File: src/rtl/guess_game_core.sv
// guess_game_core: N-channel reaction-game engine.
// A single lit LED (y) steps around N positions at a level-dependent rate; the
// player presses the button paired with the lit LED. Consecutive hits advance
// the level, misses cost lives, and WIN/LOSE are sticky until reset.
// Ports:
//   clk, rst  : clock, synchronous active-high reset
//   lvl_sel   : starting level, sampled while rst=1
//   btn       : debounced button levels, bit i pairs with y[i]
//   y         : one-hot LED during play, all-ones on WIN, all-zeros on LOSE
//   win, lose : one-cycle pulses on entering WIN / LOSE
//   level     : current level 0..3
//   lives     : remaining lives
//   hits      : current hit streak
//   busy      : 1 while playing (RELEASE/RUN)
module guess_game_core #(
    parameter int unsigned N           = 4,
    parameter int unsigned BASE_PERIOD = 67108864,
    parameter int unsigned WIN_STREAK  = 3,
    parameter int unsigned LIVES       = 3
) (
    input  logic                             clk,
    input  logic                             rst,
    input  logic [1:0]                       lvl_sel,
    input  logic [N-1:0]                     btn,
    output logic [N-1:0]                     y,
    output logic                             win,
    output logic                             lose,
    output logic [1:0]                       level,
    output logic [$clog2(LIVES+1)-1:0]       lives,
    output logic [$clog2(WIN_STREAK+1)-1:0]  hits,
    output logic                             busy
);

    localparam int unsigned LW = $clog2(LIVES + 1);
    localparam int unsigned HW = $clog2(WIN_STREAK + 1);
    localparam int unsigned PW = $clog2(BASE_PERIOD);

    typedef enum logic [1:0] {
        S_RELEASE = 2'd0,
        S_RUN     = 2'd1,
        S_WIN     = 2'd2,
        S_LOSE    = 2'd3
    } state_t;

    state_t        state, state_d;
    logic [PW-1:0] presc, presc_d;
    logic [N-1:0]  btn_q;
    logic [N-1:0]  y_d;
    logic          win_d, lose_d, busy_d;
    logic [1:0]    level_d;
    logic [LW-1:0] lives_d;
    logic [HW-1:0] hits_d;

    // Press evaluation terms
    logic [N-1:0]  pressed;
    logic          press_any, hit, streak_done, last_life;
    logic [PW-1:0] period_m1;

    assign pressed     = btn & ~btn_q;
    assign press_any   = |pressed;
    assign hit         = (pressed == y);
    assign streak_done = ((32'(hits) + 32'd1) >= WIN_STREAK);
    assign last_life   = (lives == LW'(1));
    assign period_m1   = PW'((BASE_PERIOD >> level) - 32'd1);

    // State and registered outputs
    always_ff @(posedge clk) begin
        if (rst) begin
            state <= S_RELEASE;
            presc <= '0;
            btn_q <= btn;
            y     <= N'(1);
            win   <= 1'b0;
            lose  <= 1'b0;
            level <= lvl_sel;
            lives <= LW'(LIVES);
            hits  <= '0;
            busy  <= 1'b1;
        end else begin
            state <= state_d;
            presc <= presc_d;
            btn_q <= btn;
            y     <= y_d;
            win   <= win_d;
            lose  <= lose_d;
            level <= level_d;
            lives <= lives_d;
            hits  <= hits_d;
            busy  <= busy_d;
        end
    end

    // Next-state logic
    always_comb begin
        state_d = state;
        case (state)
            S_RELEASE: if (btn == '0) state_d = S_RUN;
            S_RUN: begin
                if (press_any) begin
                    if (hit && streak_done && (level == 2'd3))
                        state_d = S_WIN;
                    else if (!hit && last_life)
                        state_d = S_LOSE;
                    else
                        state_d = S_RELEASE;
                end
            end
            default: state_d = state;
        endcase
    end

    // Datapath / output next values
    always_comb begin
        presc_d = presc;
        y_d     = y;
        win_d   = 1'b0;
        lose_d  = 1'b0;
        level_d = level;
        lives_d = lives;
        hits_d  = hits;
        busy_d  = (state_d == S_RELEASE) || (state_d == S_RUN);

        if (state == S_RUN) begin
            if (press_any) begin
                // Press wins over a coincident step: no rotation this cycle
                presc_d = '0;
                if (hit) begin
                    if (!streak_done) begin
                        hits_d = hits + HW'(1);
                    end else begin
                        hits_d = '0;
                        if (level != 2'd3) level_d = level + 2'd1;
                    end
                end else begin
                    hits_d  = '0;
                    lives_d = lives - LW'(1);
                end
            end else if (presc == period_m1) begin
                presc_d = '0;
                y_d     = {y[N-2:0], y[N-1]};
            end else begin
                presc_d = presc + PW'(1);
            end
        end

        if ((state_d == S_WIN) && (state != S_WIN)) begin
            y_d   = '1;
            win_d = 1'b1;
        end
        if ((state_d == S_LOSE) && (state != S_LOSE)) begin
            y_d    = '0;
            lose_d = 1'b1;
        end
    end

endmodule
File: config.mk
export PLATFORM = sky130hd
export DESIGN_NAME = guess_game_core
export DESIGN_NICKNAME = d
export VERILOG_FILES = /design/src/rtl/guess_game_core.sv
export SDC_FILE = /design/constraint.sdc
export NUM_CORES = 1
export LEC_CHECK = 0
export ABC_AREA = 1
export CORE_UTILIZATION = 40
export DETAILED_ROUTE_END_ITERATION = 8
export MAX_ROUTING_LAYER = met4
export PLACE_DENSITY = 0.65
export SKIP_LAST_GASP = 1
export SYNTH_ARGS = -nofsm -noshare
export SYNTH_HDL_FRONTEND = slang
export SYNTH_SLANG_ARGS = --single-unit
File: constraint.sdc
create_clock -name clk -period 1.7 [get_ports clk]
set_input_delay 0.17 -clock clk [delete_from_list [all_inputs] [get_ports clk]]
set_output_delay 0.17 -clock clk [all_outputs]
set_load 0.005 [all_outputs]
Word level (Yosys, flattened, before mapping)
Index checks and enable logic that the tools add are counted.
Widths: inputs -> output; s select.
{ "classes": {"n_addsub": 6, "multipliers": 0, "n_div": 0, "order_cmp": 1, "n_eq_ne": 13, "shift": 1, "mux": 22, "bitwise_logic": 3, "reduce_logical": 26} }
{ "op_table": {"columns": ["operator", "count"], "rows": [
  ["$mux 26", 2],
  ["$shr 27x2->26 const A", 1],
  ["$add 26x1->26 const B", 1],
  ["$eq 26x26->1", 1],
  ["$sub 26x1->26 const B", 1],
  ["$mux 2", 12],
  ["$mux 4", 4],
  ["$reduce_bool 2->1", 7],
  ["$reduce_and 3->1", 3],
  ["$eq 2x1->1 const B", 3],
  ["$eq 2x2->1 const B", 3],
  ["$ne 2x2->1 const B", 3],
  ["$reduce_bool 3->1", 2],
  ["$logic_and 1x1->1", 5],
  ["$reduce_and 5->1", 1],
  ["$add 2x1->2 const B", 2],
  ["$and 4x4->4", 1],
  ["$eq 4x4->1", 1],
  ["$logic_not 2->1", 2],
  ["$logic_not 4->1", 1],
  ["$not 4->4", 1],
  ["$pmux 2 s2", 1],
  ["$reduce_or 4->1", 1],
  ["$add 2x1->3 const B", 1],
  ["10 further kinds", 12]
]} }
{ "word_totals": {"reg_bits": 45, "latchBits": 0, "ram_bits": 0, "romBits": 0, "out_inout_bits": 13, "memories": 0} }

Longest topological paths before layout
Gate-level depths: netlist of the first run.
{ "logic_depth": {"depth_word": 13, "mapped_depth": 15, "mapped_depth_nobuf": 15} }

Least setup slack after synthesis of the first run
No wires, ideal clock.
{ "synth_timing": {"path_type": "flip-flop to flip-flop", "start": "register level[1]", "end": "register presc[14]", "setup_ps": 115, "arrival_time_ps": 1617, "required_time_ps": 1585, "setup_slack_ps": -32, "path_stages_with_launch": 13, "path_buffers": 0, "synth_period_minus_slack_ps": 1732, "path_cell_list": "edfxtp_1 ha_1 nand2_1 nand2_1 nor3_2 nand3_1 nor2_1 nand2_4 nand2_4 inv_2 nand2_2 o211ai_1 and2_1"} }
{ "synth_between": {"elab_chain_len": 5} }
{ "synth_rtl": {"columns": ["element", "line", "rtl"], "rows": [
  ["start: declaration", "28", "output logic [1:0] level,"],
  ["start signal: assignment", "75", "level <= lvl_sel;"],
  ["start signal: assignment", "86", "level <= level_d;"],
  ["$shr 27x2->26", "64", "assign period_m1 = PW'((BASE_PERIOD >> level) - 32'd1);"],
  ["$sub 26x1->26", "64", null],
  ["$eq 26x26->1", "138", "end else if (presc == period_m1) begin"],
  ["$mux 26", "138", null],
  ["$mux 26", "124", "if (press_any) begin"],
  ["end signal: assignment", "81", "presc <= presc_d;"],
  ["end: declaration", "46", "logic [PW-1:0] presc, presc_d;"]
]} }
No other way between the ends.
A chain may end at the register's enable or synchronous reset.

Final worst setup path of the first run
{ "layout_timing": {"start": "register level[1]", "end": "register presc[20]"} }
The elaborated chain is that of the path after synthesis.

==> summary.txt, run 1 <==
Status
  • Status: complete, but fails checks
  • Failing checks: negative setup slack

Routing
  • Vias/cell: ~4.8
  • Antenna violation net count after detailed routing: 0
  • Vias: around 2,400
  • Wirelength per Cell: roughly 12 um
  • DR iter-0 viols: 90
  • TritonRoute pass-1 iters: 5
  • Drt drc: 0
  • WL final: just over 6000 um

Logic synthesis
  • Register area share after synthesis: 37.2%
  • Mean Syn Cell Area: ~7.3 sq um
  • Synth Net Count: 350
  • Syn Inst Count: 338
  • Top cells by area, synth: dfxtp_1, nand2_1, nor2_1
  • Most common cell in the netlist: nand2_1
  • Ys Warns: 0
  • Post-synth cell types: 39
  • Asr flop ratio synth: 0%
  • Area fraction of the dominant cell type after synthesis: 34.7%
  • Area leader, netlist: dfxtp_1
  • Top_reg_cell synth: dfxtp_1
  • Number of synthesized register bits: 45
  • EDFF count, synth: 2
  • Synth top cells by count: nand2_1, nor2_1, dfxtp_1, inv_1, nand3_1
  • Post-Synthesis Cell Area: around 2500 sq um

Power
  • Power Internal: 1.49 mW
  • Sw power: approximately 0.52 mW
  • Part of the power in registers: 53.6%
  • Pwr Density: around 550 nW/um^2
  • Leakage: 1.50 nW
  • Sw frac: 26.0%
  • Max VDD drop: 517 uV
  • Clock share of power: 33.8%
  • Logic pwr share: around an eighth

Timing
  • Final setup margin: -0.178 ns
  • Final setup vio count: 28
  • RSZ-0062 raised after global routing: yes
  • Rel. slew slack: between 70 and 80%
  • Layout Skew: approximately 0.011 ns
  • Slew Limit Fails: 0
  • Final hold vios: 0
  • Tightest Pin Transition: approximately 0.35 ns
  • Fin crit share: 110%
  • Fmax: about 0.53 GHz
  • Setup Total Neg Slack: -3.55 ns
  • WHS: around 0.4 ns
  • Tmin final: roughly 1.9 ns

Placed design
  • Placed cell areas: roughly 3100 sq um
  • Dpl hpwl: around 4300 um
  • IO buf count: 20
  • Routability cong.: between 0.8 and 0.9
  • Placed insts: approximately 480

Final layout
  • Layout cells sized above 1: 37.1%
  • Final design area excluding fillers: between 3000 and 4000 sq um
  • Final non-filler cell total: between 500 and 600
  • N_diodes: 0
  • P&R area growth vs syn: 48.3%
  • Layout Utilization: about three fifths
  • Layout Nets: about 450

CTS
  • CTS root buf: clkbuf_8
  • Num CTS Buffers: 5
  • Clock slew at reported path FFs: approximately 0.09 ns
  • CTS Sinks: 45
  • CTS tree: yes
  • CTS Buffer Depth: 2
  • Cts hold-fix bufs: 0
  • Worst-skew pair later-pin latency: 0.31 ns
  • H-tree lvl count: 2

Setup path
  • Crit end category: flip-flop
  • CP required: 1.96 ns
  • Slowest-stage cell, CP: edfxtp_1
  • Critical Path, Cell by Cell: ha_4 > inv_2 > nand2_2 > nand2_2 > nor3_2 > nand3_1 > nor2_2 > nand2_4 > nand2_4 > a21oi_4 > clkinv_4 > buf_12 > nor2_4
  • Worst reg2reg setup slack: -0.18 ns
  • Critical path class: reg2reg
  • CP peak stage delay: about 0.47 ns
  • CP Max Fanout: 7
  • Crit start category: flip-flop
  • Worst path arrival time: ~2.1 ns

Flow run
  • Max Cap Viol: 0

Floorplan
  • Row cnt: 28
  • Io pins: 21
  • Die height: just over 80 um
  • Die ar.: approximately 6500 sq um
  • Starting density of the core: 41.6%
  • Die X-Extent: 80.7 um
  • Core Area: 5960 sq um

Global route
  • Initial antenna violation count: 0
  • Largest net degree at the start of global routing: 15
  • Global-route wire length before repair: between 10,000 and 15,000 um
  • Total global routing overflow: 0
  • Vias in the first global route: roughly 2,200
  • GRT Total Usage: roughly 21%

Hold path
  • Hold crit path type: in2reg
[state kept, by name, summed over array words and instances, names as in the netlist]
signal and count:
state 2, y 4, presc 26, busy 1, win 1, btn_q 4
hits 2, lose 1, lives 2, level 2
[layout by cell type (no fill, tap or decap), types with 5 or more instances in the layout]
cell type,n
o21ai_0,6
nand3_1,19
nor2_2,9
dfxtp_1,40
xor2_1,6
nor2_1,32
clkbuf_8,5
buf_6,10
inv_1,40
a21oi_1,12
nand3_2,6
nor3_1,7
nor2_4,13
nand2_1,64
clkdlybuf4s50_1,20
a21oi_2,5
nand2_2,16
nand4_1,9
buf_4,60
[final cells by class]
class | instances | area (sq um)
repair inverters | 1 | 16.3
repair buffers | 92 | 803
flip-flops and latches | 45 | 925
fillers | 531 | 2280
clock buffers | 6 | 72.6
multi-input cells | 242 | 1570
clock inverters | 2 | 15.0
inverters | 46 | 180
well taps | 75 | 93.8
[critical path: cells and delay by family, from the launching register on]
family	cells	cell delay, ns
adders and majority gates	1	0.20
AOI/OAI and AO/OA	1	0.21
and+or+nand+nor	8	0.55
buffers and inverters	3	0.39
DFF	1	0.47
[power by group through the flow]
stage | Combinational, mW | Clock (mW) | Sequential (mW)
2_1_floorplan | 0.0957 | 0 | 1.10
3_3_place_gp | 0.190 | 0 | 1.10
3_5_place_dp | 0.192 | 0 | 1.10
4_1_cts | 0.225 | 0.699 | 1.08
5_1_grt | 0.277 | 0.739 | 1.08
6_report | 0.256 | 0.681 | 1.08
[cells by family after synthesis]
group	share of synthesized area [%]
buffers and inverters	9.19
xor gates and xnor gates	4.59
and+or+nand+nor	39.7
DFF	37.2
adders and majority gates	2.02
AOI/OAI and AO/OA	7.37
[metal layers]
metal,wire length (um),global-route usage [%]
met3,140,3.41
met2,3010,33.3
met4,74,6.43
met1,2970,25.9
met5,0,-
[timing repair]
item | 4_1_cts | 5_1_grt
pin swaps | 13 | 13
gates resized for setup | 22 | 52
cloned | 1 | 0
setup buffers | 13 | 5
setup endpoints to repair | 28 | 34
[stage by stage]
stage	total power, mW	setup WS (ns)
global route	2.10	-0.313
global placement	1.29	-0.191
detailed placement	1.30	-0.206
finish	2.02	-0.178
CTS	2.00	-0.163
floorplan	1.20	-0.0144
[final timing paths]
check                       start                endpoint  cells past startpoint
max            level[1]$_DFFE_PP_  presc[20]$_SDFFE_PP0P_                     13
min                        btn[1]        btn_q[1]$_DFF_P_                      1
max reg2reg    level[1]$_DFFE_PP_  presc[20]$_SDFFE_PP0P_                     13
min reg2reg  hits[0]$_SDFFE_PP0P_    hits[0]$_SDFFE_PP0P_                      2
Power figures use the tool's default switching activity.
==> run 2: changes to the inputs <==
PLACE_DENSITY = 0.63   (was 0.65)
SETUP_SLACK_MARGIN = 0.5   (was default)
clock period = 2.15 ns   (was 1.7 ns; I/O delays follow)
==> summary.txt, run 2 (synthesis gave the netlist of run 1 again) <==
Status
  • Status: finished, final reports clean

Routing
  • Wirelength per Cell: 12.4 um (+1.8%)
  • Vias: 2,304 (-5.6%)
  • TritonRoute pass-1 iters: 4 (-1)
  • WL final: 5690 um (-8.2%)
  • Drt drc: 0 (unchanged)
  • Vias/cell: 5.02 (+4.7%)
  • DR iter-0 viols: 85 (-5.6%)
  • Antenna violation net count after detailed routing: 0 (unchanged)

Global route
  • M3 GR Usage: 3.75% (+0.34 points)
  • Met1 usage: 26.1% (+0.24 points)
  • Largest net degree at the start of global routing: 14 (-1)
  • GRT Total Usage: 19.5% (-1.0 points)
  • GR peak layer: met2
  • Initial antenna violation count: 0 (unchanged)
  • Met2 usage: 30.3% (-3.1 points)
  • Vias in the first global route: 2,084 (-7.2%)
  • Global-route wire length before repair: 9580 um (-4.5%)
  • Total global routing overflow: 0 (unchanged)

Placed design
  • Placed cell areas: 2770 sq um (-12%)
  • Dpl hpwl: 3980 um (-8.2%)
  • Placement Setup Slack: 0.0848 ns (+0.291 ns)
  • Routability cong.: 0.830 (-0.11%)
  • IO buf count: 20 (unchanged)

Final layout
  • Final design area excluding fillers: 3180 sq um (-13%)
  • P&R area growth vs syn: 28.5%
  • Layout Nets: 395 (-11%)
  • Most frequent cells in the layout: nand2_1, inv_1, dfxtp_1
  • Top flop regs: presc x26, btn_q x4, y x4
  • Commonest non-fill, non-tap cell in the layout: nand2_1
  • Largest Register: presc
  • Fill count: 615 (+16%)
  • N_diodes: 0 (unchanged)
  • Layout cells sized above 1: 27.1% (-10 points)
  • Number of flip-flops under the largest register name: 26 (unchanged)

CTS
  • CTS root buf: clkbuf_8
  • Worst-skew pair later-pin latency: 0.30 ns (about the same)
  • Clock slew at reported path FFs: 0.09 ns (about the same)
  • CTS tree: yes
  • Cts hold-fix bufs: 0 (unchanged)
  • CTS Buffer Depth: 2 (unchanged)
  • H-tree lvl count: 2 (unchanged)
  • Num CTS Buffers: 5 (unchanged)
  • CTS Sinks: 45 (unchanged)

Timing
  • Final setup vio count: 0 (-100%)
  • Fin crit share: 88.0% (-22 points)
  • Rel. slew slack: 77.7% (+1.4 points)
  • RSZ-0062 raised after global routing: yes
  • Layout Skew: 0.0116 ns (+0.000218 ns)
  • Setup Total Neg Slack: 0 ns (+3.55 ns)
  • Final hold vios: 0 (unchanged)
  • Slew Limit Fails: 0 (unchanged)
  • Final setup margin: 0.258 ns (+0.436 ns)
  • Tmin final: 1.89 ns (+0.0140 ns)
  • Tightest Pin Transition: 0.333 ns (-0.0209 ns)
  • Fmax: 0.528 GHz (-0.74%)

Floorplan
  • Die height: 80.7 um (unchanged)
  • Core Area: 5960 sq um (unchanged)
  • Die ar.: 6520 sq um (unchanged)
  • Starting density of the core: 41.6% (unchanged)
  • Io pins: 21 (unchanged)
  • Die X-Extent: 80.7 um (unchanged)
  • Row cnt: 28 (unchanged)

Power
  • Logic pwr share: 10.5% (-2.2 points)
  • Leakage: 1.26 nW (-16%)
  • Sw power: 0.393 mW (-25%)
  • Sw frac: 25.6% (-0.41 points)
  • Max VDD drop: 268 uV (-48%)
  • Power Internal: 1.14 mW (-23%)
  • Pwr Density: 483 nW/um^2 (-12%)
  • Part of the power in registers: 55.5% (+1.9 points)
  • Clock share of power: 33.9% (about the same)

Setup path
  • Worst path arrival time: 2.12 ns (-0.02 ns)
  • CP Max Fanout: 5 (-2)
  • Crit start category: flip-flop
  • Crit end category: flip-flop
  • Critical path class: reg2reg
  • CP required: 2.37 ns (+0.41 ns)

Hold path
  • Hold crit path type: in2reg

Flow run
  • Max Cap Viol: 0 (unchanged)
[run 2: cell count changes in the layout (fill, tap and decap cells not counted), sizes merged]
| cell | change |
|---|---|
| inv | +2 |
| buf | -52 |
| clkdlybuf4s50 | -3 |
| clkinvlp | -2 |
| clkinv | +2 |
| dlygate4sd2 | +3 |
[run 2: per-stage QoR]
stage	util, %	hold slack [ns]	std cells	power (mW)
3_3_place_gp	46.4	0.482	433	0.990
5_1_grt	53.5	0.236	459	1.60
6_report	53.5	0.240	459	1.54
2_1_floorplan	-	0.243	338	0.949
4_1_cts	50.4	0.235	453	1.53
3_5_place_dp	46.4	0.491	433	0.991
[run 2: final cells by class]
class	instances	area (sq um)	share of cell area [%]
Multi-Input combinational cell	242	1500	47.2
Sequential cell	45	926	29.1
Timing Repair Buffer	40	367	11.5
Inverter	46	178	5.58
Tap cell	75	93.8	2.95
Clock buffer	6	72.6	2.28
Timing Repair inverter	3	33.8	1.06
Clock inverter	2	10.0	0.314
[run 2: final timing paths]
check	startpoint	end	slack, ns	cells past startpoint
setup / recovery	level[1]$_DFFE_PP_	presc[17]$_SDFFE_PP0P_	0.26	12
hold / removal	btn[2]	btn_q[2]$_DFF_P_	0.24	1
setup reg to reg	level[1]$_DFFE_PP_	presc[17]$_SDFFE_PP0P_	0.26	12
hold reg to reg	presc[21]$_SDFFE_PP0P_	presc[21]$_SDFFE_PP0P_	0.51	2
[run 2: worst max-delay path, stage by stage (launching register included)]
cell      delay, ns
edfxtp_1       0.45
ha_4           0.20
inv_2          0.06
nand2_2        0.05
nand2_2        0.07
nor3_2         0.04
nand3_1        0.08
nor2_2         0.05
nand2_4        0.11
nand2_4        0.08
a21oi_4        0.28
clkinv_4       0.15
nor3b_2        0.19
[run 2: power by group through the flow]
stage | Combinational [mW] | Clock (mW) | Sequential (mW)
final | 0.162 | 0.522 | 0.854
after global routing | 0.177 | 0.570 | 0.856
after CTS | 0.142 | 0.534 | 0.854
after detailed placement | 0.116 | 0 | 0.874
after global placement | 0.116 | 0 | 0.875
after floorplan | 0.0756 | 0 | 0.873
[run 2: per-layer routing]
metal,vias up,part of all wire [%]
li1,1173,-
met1,1082,46
met4,0,0.70
met2,45,49
met3,4,4.3
met5,-,0
[run 2: timing repair]
| action | 4_1_cts | 5_1_grt |
|---|---|---|
| resized for setup | 18 | 39 |
| pin swaps | 5 | 7 |
| gates cloned | 2 | 1 |
| setup endpoints to repair | 28 | 35 |
| buffers inserted | 10 | 5 |
